<file path="src/rtl/fifo_ctl_if.sv">
`default_nettype none
// ============================================================================
//  Module   : fifo_ctl_if
//  Purpose  : Bundles the enqueue/dequeue/control strobes and the status and
//             data outputs of fifo_ctl. The producer/consumer side uses the
//             master modport; the FIFO itself uses the slave modport.
//  Revision : 1.0  initial release
// ============================================================================
interface fifo_ctl_if #(
  parameter int WIDTH = 8,
  parameter int DEPTH = 64
);
  localparam int c_AW = $clog2(DEPTH);

  logic             enq;
  logic [WIDTH-1:0] din;
  logic             deq;
  logic             flush;
  logic             clr_err;
  logic [WIDTH-1:0] dout;
  logic             full;
  logic             empty;
  logic             almost_full;
  logic             almost_empty;
  logic [c_AW:0]    count;
  logic             overflow;
  logic             underflow;

  modport master (
    output enq, din, deq, flush, clr_err,
    input  dout, full, empty, almost_full, almost_empty, count, overflow, underflow
  );

  modport slave (
    input  enq, din, deq, flush, clr_err,
    output dout, full, empty, almost_full, almost_empty, count, overflow, underflow
  );
endinterface
`default_nettype wire

</file>
<file path="src/rtl/fifo_ctl.sv">
`default_nettype none
// ============================================================================
//  Module   : fifo_ctl
//  Purpose  : Single-clock circular-buffer FIFO with occupancy count,
//             almost-full/almost-empty thresholds, sticky overflow/underflow
//             flags and synchronous flush.
//  Options  : FIFO_FWFT_EN defined   -> first-word-fall-through read port
//             FIFO_FWFT_EN undefined -> dout registered on accepted dequeue
//  Revision : 1.0  initial release
// ============================================================================
module fifo_ctl #(
  parameter int WIDTH     = 8,
  parameter int DEPTH     = 64,
  parameter int AF_THRESH = DEPTH - 4,
  parameter int AE_THRESH = 4
) (
  input  logic       clk,
  input  logic       reset_n,
  fifo_ctl_if.slave  bus
);

  localparam int            c_AW    = $clog2(DEPTH);
  localparam logic [c_AW:0] c_DEPTH = (c_AW + 1)'(DEPTH);
  localparam logic [c_AW:0] c_AF    = (c_AW + 1)'(AF_THRESH);
  localparam logic [c_AW:0] c_AE    = (c_AW + 1)'(AE_THRESH);

  logic [WIDTH-1:0] mem_q [DEPTH];
  logic [c_AW-1:0]  wp_q, wp_d;
  logic [c_AW-1:0]  rp_q, rp_d;
  logic [c_AW:0]    count_q, count_d;
  logic             ovf_q, ovf_d;
  logic             udf_q, udf_d;

  logic w_full;
  logic w_empty;
  logic w_acc_enq;
  logic w_acc_deq;

  // Status decodes straight from the registered occupancy
  assign w_full    = (count_q == c_DEPTH);
  assign w_empty   = (count_q == '0);
  // Acceptance uses pre-edge state; flush suppresses both sides
  assign w_acc_enq = bus.enq && !w_full  && !bus.flush;
  assign w_acc_deq = bus.deq && !w_empty && !bus.flush;

  // Next-state for pointers, occupancy and sticky error flags
  always_comb begin
    wp_d    = wp_q;
    rp_d    = rp_q;
    count_d = count_q;
    ovf_d   = ovf_q;
    udf_d   = udf_q;
    if (bus.clr_err) begin
      ovf_d = 1'b0;
      udf_d = 1'b0;
    end
    if (bus.flush) begin
      wp_d    = '0;
      rp_d    = '0;
      count_d = '0;
    end else begin
      // A new error event wins over a coincident clear
      if (bus.enq && w_full)  ovf_d = 1'b1;
      if (bus.deq && w_empty) udf_d = 1'b1;
      if (w_acc_enq) wp_d = wp_q + 1'b1;
      if (w_acc_deq) rp_d = rp_q + 1'b1;
      case ({w_acc_enq, w_acc_deq})
        2'b10:   count_d = count_q + 1'b1;
        2'b01:   count_d = count_q - 1'b1;
        default: count_d = count_q;
      endcase
    end
  end

  // Control state register with asynchronous clear
  always_ff @(posedge clk or negedge reset_n) begin
    if (!reset_n) begin
      wp_q    <= '0;
      rp_q    <= '0;
      count_q <= '0;
      ovf_q   <= 1'b0;
      udf_q   <= 1'b0;
    end else begin
      wp_q    <= wp_d;
      rp_q    <= rp_d;
      count_q <= count_d;
      ovf_q   <= ovf_d;
      udf_q   <= udf_d;
    end
  end

  // Storage array; contents are deliberately not reset
  always_ff @(posedge clk) begin
    if (w_acc_enq) mem_q[wp_q] <= bus.din;
  end

`ifdef FIFO_FWFT_EN
  // Head entry is presented combinationally; zero when nothing is stored
  assign bus.dout = w_empty ? '0 : mem_q[rp_q];
`else
  logic [WIDTH-1:0] dout_q, dout_d;

  // Capture the head entry only on an accepted dequeue, clear on flush
  always_comb begin
    dout_d = dout_q;
    if (bus.flush)      dout_d = '0;
    else if (w_acc_deq) dout_d = mem_q[rp_q];
  end

  // Read data register with asynchronous clear
  always_ff @(posedge clk or negedge reset_n) begin
    if (!reset_n) dout_q <= '0;
    else          dout_q <= dout_d;
  end

  assign bus.dout = dout_q;
`endif

  assign bus.full         = w_full;
  assign bus.empty        = w_empty;
  assign bus.almost_full  = (count_q >= c_AF);
  assign bus.almost_empty = (count_q <= c_AE);
  assign bus.count        = count_q;
  assign bus.overflow     = ovf_q;
  assign bus.underflow    = udf_q;

endmodule
`default_nettype wire
</file>
<file path="src/flat_wrapper.sv">
// flat-port wrapper written by rule: the top's interface ports become plain ports
module fifo_ctl_flat 
#(
  parameter int WIDTH     = 8,
  parameter int DEPTH     = 64,
  parameter int AF_THRESH = DEPTH - 4,
  parameter int AE_THRESH = 4
)
  (clk, reset_n, bus_enq, bus_din, bus_deq, bus_flush, bus_clr_err, bus_dout, bus_full, bus_empty, bus_almost_full, bus_almost_empty, bus_count, bus_overflow, bus_underflow);
  fifo_ctl_if #(.WIDTH(WIDTH), .DEPTH(DEPTH)) bus_i ();
  input  logic clk;
  input  logic reset_n;
  input wire logic [$bits(bus_i.enq)-1:0] bus_enq;
  input wire logic [$bits(bus_i.din)-1:0] bus_din;
  input wire logic [$bits(bus_i.deq)-1:0] bus_deq;
  input wire logic [$bits(bus_i.flush)-1:0] bus_flush;
  input wire logic [$bits(bus_i.clr_err)-1:0] bus_clr_err;
  output wire logic [$bits(bus_i.dout)-1:0] bus_dout;
  output wire logic [$bits(bus_i.full)-1:0] bus_full;
  output wire logic [$bits(bus_i.empty)-1:0] bus_empty;
  output wire logic [$bits(bus_i.almost_full)-1:0] bus_almost_full;
  output wire logic [$bits(bus_i.almost_empty)-1:0] bus_almost_empty;
  output wire logic [$bits(bus_i.count)-1:0] bus_count;
  output wire logic [$bits(bus_i.overflow)-1:0] bus_overflow;
  output wire logic [$bits(bus_i.underflow)-1:0] bus_underflow;
  assign bus_i.enq = bus_enq;
  assign bus_i.din = bus_din;
  assign bus_i.deq = bus_deq;
  assign bus_i.flush = bus_flush;
  assign bus_i.clr_err = bus_clr_err;
  assign bus_dout = bus_i.dout;
  assign bus_full = bus_i.full;
  assign bus_empty = bus_i.empty;
  assign bus_almost_full = bus_i.almost_full;
  assign bus_almost_empty = bus_i.almost_empty;
  assign bus_count = bus_i.count;
  assign bus_overflow = bus_i.overflow;
  assign bus_underflow = bus_i.underflow;
  fifo_ctl #(.WIDTH(WIDTH), .DEPTH(DEPTH), .AF_THRESH(AF_THRESH), .AE_THRESH(AE_THRESH)) u_core (.clk(clk), .reset_n(reset_n), .bus(bus_i));
endmodule
</file>
<file path="config.mk">
export PLATFORM = sky130hd
export DESIGN_NAME = fifo_ctl_flat
export DESIGN_NICKNAME = d
export VERILOG_FILES = /design/src/rtl/fifo_ctl_if.sv /design/src/rtl/fifo_ctl.sv /design/src/flat_wrapper.sv
export SDC_FILE = /design/constraint.sdc
export NUM_CORES = 1
export LEC_CHECK = 0
export ABC_AREA = 0
export BUFFER_PORTS_ARGS = -buffer_cell sky130_fd_sc_hd__buf_2
export CORE_UTILIZATION = 46
export CTS_BUF_LIST = sky130_fd_sc_hd__clkbuf_4
export CTS_CLUSTER_SIZE = 12
export DETAILED_ROUTE_END_ITERATION = 8
export GPL_TIMING_DRIVEN = 0
export PLACE_DENSITY = 0.62
export SLEW_MARGIN = 30
export SYNTH_ARGS = -nofsm -noshare
export SYNTH_HDL_FRONTEND = slang
export SYNTH_SLANG_ARGS = --single-unit
</file>
<file path="constraint.sdc">
create_clock -name clk -period 3.6 [get_ports clk]
set_clock_uncertainty 0.1 [all_clocks]
set_input_delay 0.72 -clock clk [delete_from_list [all_inputs] [get_ports clk]]
set_output_delay 0.72 -clock clk [all_outputs]
set_load 0.01 [all_outputs]
</file>
## After elaboration in Yosys (flattened, before gate mapping)

Memories as Yosys holds them, arrays and structs flattened.
Cells that the tools add are included.
W data, S select, Z words.

- Add/sub/neg operators: 4
- Mux-type cells: 16
- Reduce and logical (&&, ||, !) cells: 13
- Equality and inequality tests: 3
- Magnitude comparators: 2

Operators by type and width:

| operator | count |
|---|---|
| $mux W6 | 4 |
| $mux W8 | 2 |
| $pmux W7 S2 | 1 |
| $add A6 B1 Y6 const B | 2 |
| $mux W1 | 8 |
| $add A7 B1 Y7 const B | 1 |
| $eq A7 B7 Y1 const B | 1 |
| $ge A7 B6 Y1 const B | 1 |
| $le A7 B3 Y1 const B | 1 |
| $logic_not A7 Y1 | 1 |
| $mux W7 | 1 |
| $sub A7 B1 Y7 const B | 1 |
| $logic_and A1 B1 Y1 | 6 |
| $reduce_bool A2 Y1 | 2 |
| $logic_not A1 Y1 | 3 |
| $reduce_bool A3 Y1 | 1 |
| $eq A2 B1 Y1 const B | 1 |
| $eq A2 B2 Y1 const B | 1 |

- Input port bits: 14
- Flip-flop bits (word level): 29
- Memories: 1
- Output and inout port bits: 21
- Logic and storage cells: 45
- Bits in writable memories: 512

Memories:

| memory | depth | width | read ports | clocked after Yosys merged registers in | wr ports | line | RTL |
|---|---|---|---|---|---|---|---|
| u_core.mem_q | 64 | 8 | 1 | 0 | 1 | fifo_ctl.sv:27 | `logic [WIDTH-1:0] mem_q [DEPTH];` |

## Logic depth before layout (Yosys ltp)

- Depth after elaboration: 7
- Depth in mapped cells: 11
- Gate-level depth less buffers: 10

## Worst setup path before layout

OpenSTA, ideal clock, no wires.

- Path type: register -> register
- From: register u_core.count_q[2] (netlist: u_core.bus.count[2])
- To: register u_core.count_q[6] (netlist: u_core.bus.count[6])
- Setup time: 0.125 ns
- Period minus slack after synthesis: 2.988 ns
- Data required time: 3.375 ns
- Path buffers: 1
- Arrival: 2.763 ns
- Cell stages (with the launch flop): 12
- Setup slack: 0.612 ns
- Path through: dfrtp_1 -> buf_6 -> or3_4 -> o31ai_4 -> nor2_4 -> xor2_1 -> ha_1 -> nor2_1 -> nand2_1 -> a21o_1 -> a211oi_1 -> mux2_4

- Cells in the longest elaborated chain, start to end: 7
- Elaborated cells between the ends (all ways): 15

Ends and longest elaborated chain:

| item | line | RTL |
|---|---|---|
| start, declared | fifo_ctl.sv:30 | `logic [c_AW:0] count_q, count_d;` |
| start signal, assigned | fifo_ctl.sv:86 | `count_q <= count_d;` |
| $eq A7 B7 Y1 or $logic_not A7 Y1 (tied branches) | fifo_ctl.sv:40, fifo_ctl.sv:41 |  |
| $logic_not A1 Y1 (on tied branches) | fifo_ctl.sv:43, fifo_ctl.sv:44 |  |
| $logic_and A1 B1 Y1 (on tied branches) (2 in series) | fifo_ctl.sv:43, fifo_ctl.sv:44 |  |
| $eq A2 B1 Y1 or $eq A2 B2 Y1 (tied branches) | fifo_ctl.sv:67 | `case ({w_acc_enq, w_acc_deq})` |
| $pmux W7 S2 | fifo_ctl.sv:67 |  |
| $mux W7 | fifo_ctl.sv:57 | `if (bus.flush) begin` |

Parallel ways exist; a longest one is shown, timed or not.
A chain may end at the register's enable or synchronous reset.

## Worst setup path in the final report

- From: register u_core.count_q[0] (netlist: u_core.bus.count[0])
- To: memory u_core.mem_q[47][4], enable pin

- Cells in the longest elaborated chain, start to end: 6

Ends and longest elaborated chain:

| item | line | RTL |
|---|---|---|
| $eq A7 B7 Y1 | fifo_ctl.sv:40 | `assign w_full = (count_q == c_DEPTH);` |
| $logic_not A1 Y1 | fifo_ctl.sv:43 | `assign w_acc_enq = bus.enq && !w_full && !bus.flush;` |
| $logic_and A1 B1 Y1 (2 in series) | fifo_ctl.sv:43 |  |
| $mux W1 | fifo_ctl.sv:94 | `if (w_acc_enq) mem_q[wp_q] <= bus.din;` |
| $mux W1 (implied by the code) | fifo_ctl.sv:94 |  |
| end, declared | fifo_ctl.sv:27 |  |

Every way passes these cells.

==> results.rst <==
.. list-table::
   :header-rows: 1

   * - Metric
     - Value
   * - Via count of the first global-routing pass
     - 11,600
   * - Launching element type of the critical path
     - flop
   * - Worst Path Arrival
     - 3880 ps
   * - Storage cell area
     - 16,100 µm²
   * - Cell taking the most area after synthesis
     - edfxtp_1
   * - Die Wd
     - 218 µm
   * - Count of filler cells inserted in the layout
     - 3,614
   * - CP endpoint
     - u_core.mem_q[47][4]$_DFFE_PP_
   * - Global-route total usage across every layer
     - 0.243
   * - Launching element of the worst setup path
     - u_core.bus.count[0]$_DFFE_PN0P_
   * - Vias
     - 11,500
   * - RSZ-0062 raised after global routing
     - true
   * - Placed wire-length estimate after detailed placement
     - 34,200 µm
   * - Deepest level of the CTS H-tree
     - 4
   * - Worst skew pair latency
     - 950 ps
   * - Yosys warnings
     - 0
   * - Setup crit end kind
     - flop
   * - Worst reg-to-reg setup slack
     - 150 ps
   * - Post-detailed-route via-to-cell ratio
     - 5.96
   * - Fraction of final layout cells sized beyond drive strength 1
     - 0.328
   * - Required time worst endpoint
     - 4030 ps
   * - Clock root cell
     - clkbuf_4
   * - Launch instance of the worst min-delay path
     - bus_deq
   * - Cell area power density
     - 628 nW/µm²
   * - # nets final
     - 1,247
   * - Sw power
     - 4.19 mW
   * - Gp weighted congestion
     - 0.885
   * - TritonCTS clock tree
     - built
   * - DRT Pass-1 Iters
     - 5
   * - Routed WL
     - 55,100 µm
   * - Largest net degree at the start of global routing
     - 65
   * - Number of antenna violations at the first check in global routing
     - 1
   * - Final hold violation count
     - 0
   * - Count of different cell masters after synthesis
     - 61
   * - Clock-pin slew on the worst setup and hold paths
     - 60 ps
   * - DRC violation total after the first TritonRoute iteration
     - 1,311
   * - Seq cells post-synth
     - 541
   * - Die Span Y
     - 218 µm
   * - FF-to-FF Start
     - u_core.bus.count[0]$_DFFE_PN0P_
   * - Max-slew headroom at the worst pin
     - 0.332
   * - Starting density of the core
     - 0.471
   * - Period utilization
     - 0.958
   * - Die Outline Area
     - 47,700 µm²
   * - Endpoint of the worst-slack reg-to-reg timing path
     - u_core.mem_q[47][4]$_DFFE_PP_
   * - Max Freq
     - 0.290 GHz
   * - Number of pins with negative max-slew slack in the final report
     - 0
   * - Largest cells by area after synthesis
     - edfxtp_1 (71%), mux4_2 (13%), dfrtp_1 (3.4%), nor2_1 (1.6%), mux4_1 (1.5%)
   * - Total clock buffers created by CTS
     - 139
   * - Total setup buffers inserted after CTS
     - 0
   * - Sequential Power Share
     - 0.464
   * - Static leakage
     - 7.83 nW
   * - Post-route setup slack
     - 150 ps
   * - Clock net sink count
     - 541
   * - Combined area of the multi-input logic cells
     - 5090 µm²
   * - Outcome
     - complete, no violations
   * - Post-synthesis cell count
     - 1,051
   * - Grt ovf
     - 0
   * - Number of buffers added on ports
     - 34
   * - Worst slew pin tran
     - 999 ps
   * - WS Path Type
     - flop to flop
   * - Time the worst path needs with I/O delays and setup
     - 3450 ps
   * - Global-route wire length before repair
     - 79,600 µm
   * - Synth Flop Type
     - edfxtp_1
   * - Layout overhead on the synthesized area
     - 12.6%
   * - Part of the power in the clock network
     - 0.342
   * - Count of endpoints failing setup in the final report
     - 0
   * - Post-Place Cells
     - 1,685
   * - Internal power of the cells
     - 11.0 mW
   * - Dominant cell by count in the synthesized netlist
     - edfxtp_1
   * - Syn Nets
     - 1,069
   * - Std cell rows
     - 78
   * - Mapped cell area
     - 21,500 µm²
   * - Maximum number of buffers from clock root to sink
     - 3
   * - Final-layout worst hold slack
     - 130 ps
   * - Placeable core area
     - 45,800 µm²
   * - Worst vdd ir
     - 314 µV
   * - Worst-case reg-to-reg path depth
     - 6
   * - Post-placement setup slack
     - 113 ps
   * - Most frequent cells after synthesis
     - edfxtp_1 (512), mux4_2 (125), nor2_1 (91)
   * - Number of ports placed on the die boundary
     - 35
   * - Non-filler instance count after layout
     - 1,922
   * - Switching share of total power
     - 0.275
   * - Top cell type's share of synthesized area
     - 0.714
   * - Post-synth EDFFs
     - 512
   * - Fraction of registers with async set or reset after synthesis
     - 0.0536
   * - Routed wirelength normalized by instance count
     - 28.7 µm
   * - Share of the yosys chip area belonging to registers
     - 0.747
   * - DRT antenna net count
     - 0
   * - Combinational power share
     - 0.193
   * - Max cap viols
     - 0
   * - Share of the core filled with cells
     - 0.530
   * - Synthesized area per cell
     - 20.5 µm²
   * - Highest fanout seen on the critical path
     - 9
   * - Number of DRC violations after detailed routing
     - 0
   * - Hold/Removal Path Class
     - input port to flop
-- power by group through the flow --
stage          clock, mW  sequential, mW  combinational, mW
2_1_floorplan          0            7.19               1.90
3_3_place_gp           0            7.20               2.93
3_5_place_dp           0            7.20               2.94
4_1_cts             5.33            7.07               2.96
5_1_grt             5.64            7.07               3.10
6_report            5.22            7.07               2.95
-- kinds of logic (layout without fill, tap and decap cells) --
family / after synthesis / after routing / share of synthesized area
flip-flops: 541 / 541 / 0.747
AND/OR/NAND/NOR: 180 / 180 / 0.0398
multiplexers: 170 / 170 / 0.161
AO/OA/AOI/OAI: 79 / 79 / 0.0272
buffers and inverters: 64 / 334 / 0.0170
XOR/XNOR: 13 / 13 / 0.00528
adder cells (fa/ha/maj): 4 / 4 / 0.00232
other: 0 / 1 / 0
-- how the worst min path moves through the flow --
stage / depth (start not counted) / end / slack, ps
after floorplan: 0 / u_core.bus.count[0]$_DFFE_PN0P_ / 320
after detailed placement: 2 / u_core.bus.overflow$_DFF_PN0_ / 430
final: 5 / u_core.bus.count[5]$_DFFE_PN0P_ / 130
after CTS: 5 / u_core.bus.count[5]$_DFFE_PN0P_ / 20
after global placement: 2 / u_core.bus.overflow$_DFF_PN0_ / 420
after global routing: 3 / u_core.bus.overflow$_DFF_PN0_ / 100
-- final cells by class --
type / count / area share
flip-flops and latches: 541 / 0.664
multi-input cells: 446 / 0.210
clock buffers: 204 / 0.0631
well taps: 600 / 0.0310
plain buffers: 56 / 0.0139
repair buffers: 37 / 0.00908
clock inverters: 29 / 0.00789
inverters: 8 / 0.00124
diodes: 1 / 0.000103
-- timing repair --
action	4_1_cts	5_1_grt
setup endpoints to repair	0	38
resized for setup	0	2
hold endpoints to repair	31	0
hold buffers	3	0
-- worst max-delay path, stage by stage, from the launching register on --
cell and delay (ps):
dfrtp_1 540, nor3_2 140, nand3_1 140, inv_1 120, nor2_1 230, nand4_1 750
nor2_1 1010
-- cell usage in the layout, fill, tap and decap left out, types with 4 or more instances in the layout --
cell type and instances:
or3_1 6, edfxtp_1 512, mux2i_1 29, nor2_2 4, nand2_1 20, nor2_1 87
inv_2 5, xnor2_1 5, nand4_1 6, buf_6 5, inv_1 7, and2_1 5
a22o_1 4, nand3b_1 7, nand2b_1 8, mux4_2 125, a32oi_1 4, dfrtp_1 29
ha_1 4, nand3_1 16, xor2_1 8, o22ai_1 9, nor2b_1 9, clkinv_1 19
clkbuf_1 13, clkbuf_4 204, mux4_1 12, a21oi_1 16, a2111oi_0 6, buf_2 47
a31oi_1 5, buf_4 20, o21ai_0 8
-- registers in the layout (all words and copies together) (netlist names) --
name / cells
u_core.mem_q: 512
u_core.bus.dout: 8
u_core.bus.count: 7
u_core.rp_q: 6
u_core.wp_q: 6
u_core.bus.overflow: 1
u_core.bus.underflow: 1
-- per-layer routing --
metal / wire (µm) / up-vias / GRT usage
met5: 0 / - / 0
met3: 4270 / 112 / 0.0576
met1: 23400 / 5964 / 0.339
met4: 1740 / 0 / 0.110
met2: 25700 / 588 / 0.364
li1: - / 4790 / -
-- per-stage QoR --
| stage | total power [mW] | setup TNS [ps] | instance area, µm² |
|---|---|---|---|
| after detailed placement | 10.1 | 0 | 22500 |
| after CTS | 15.4 | 0 | 24200 |
| after global routing | 15.8 | -1840 | 24300 |
| after global placement | 10.1 | 0 | 22500 |
| after floorplan | 9.09 | 0 | 21500 |
| final | 15.2 | 0 | 24300 |
Power figures use the tool's default switching activity.
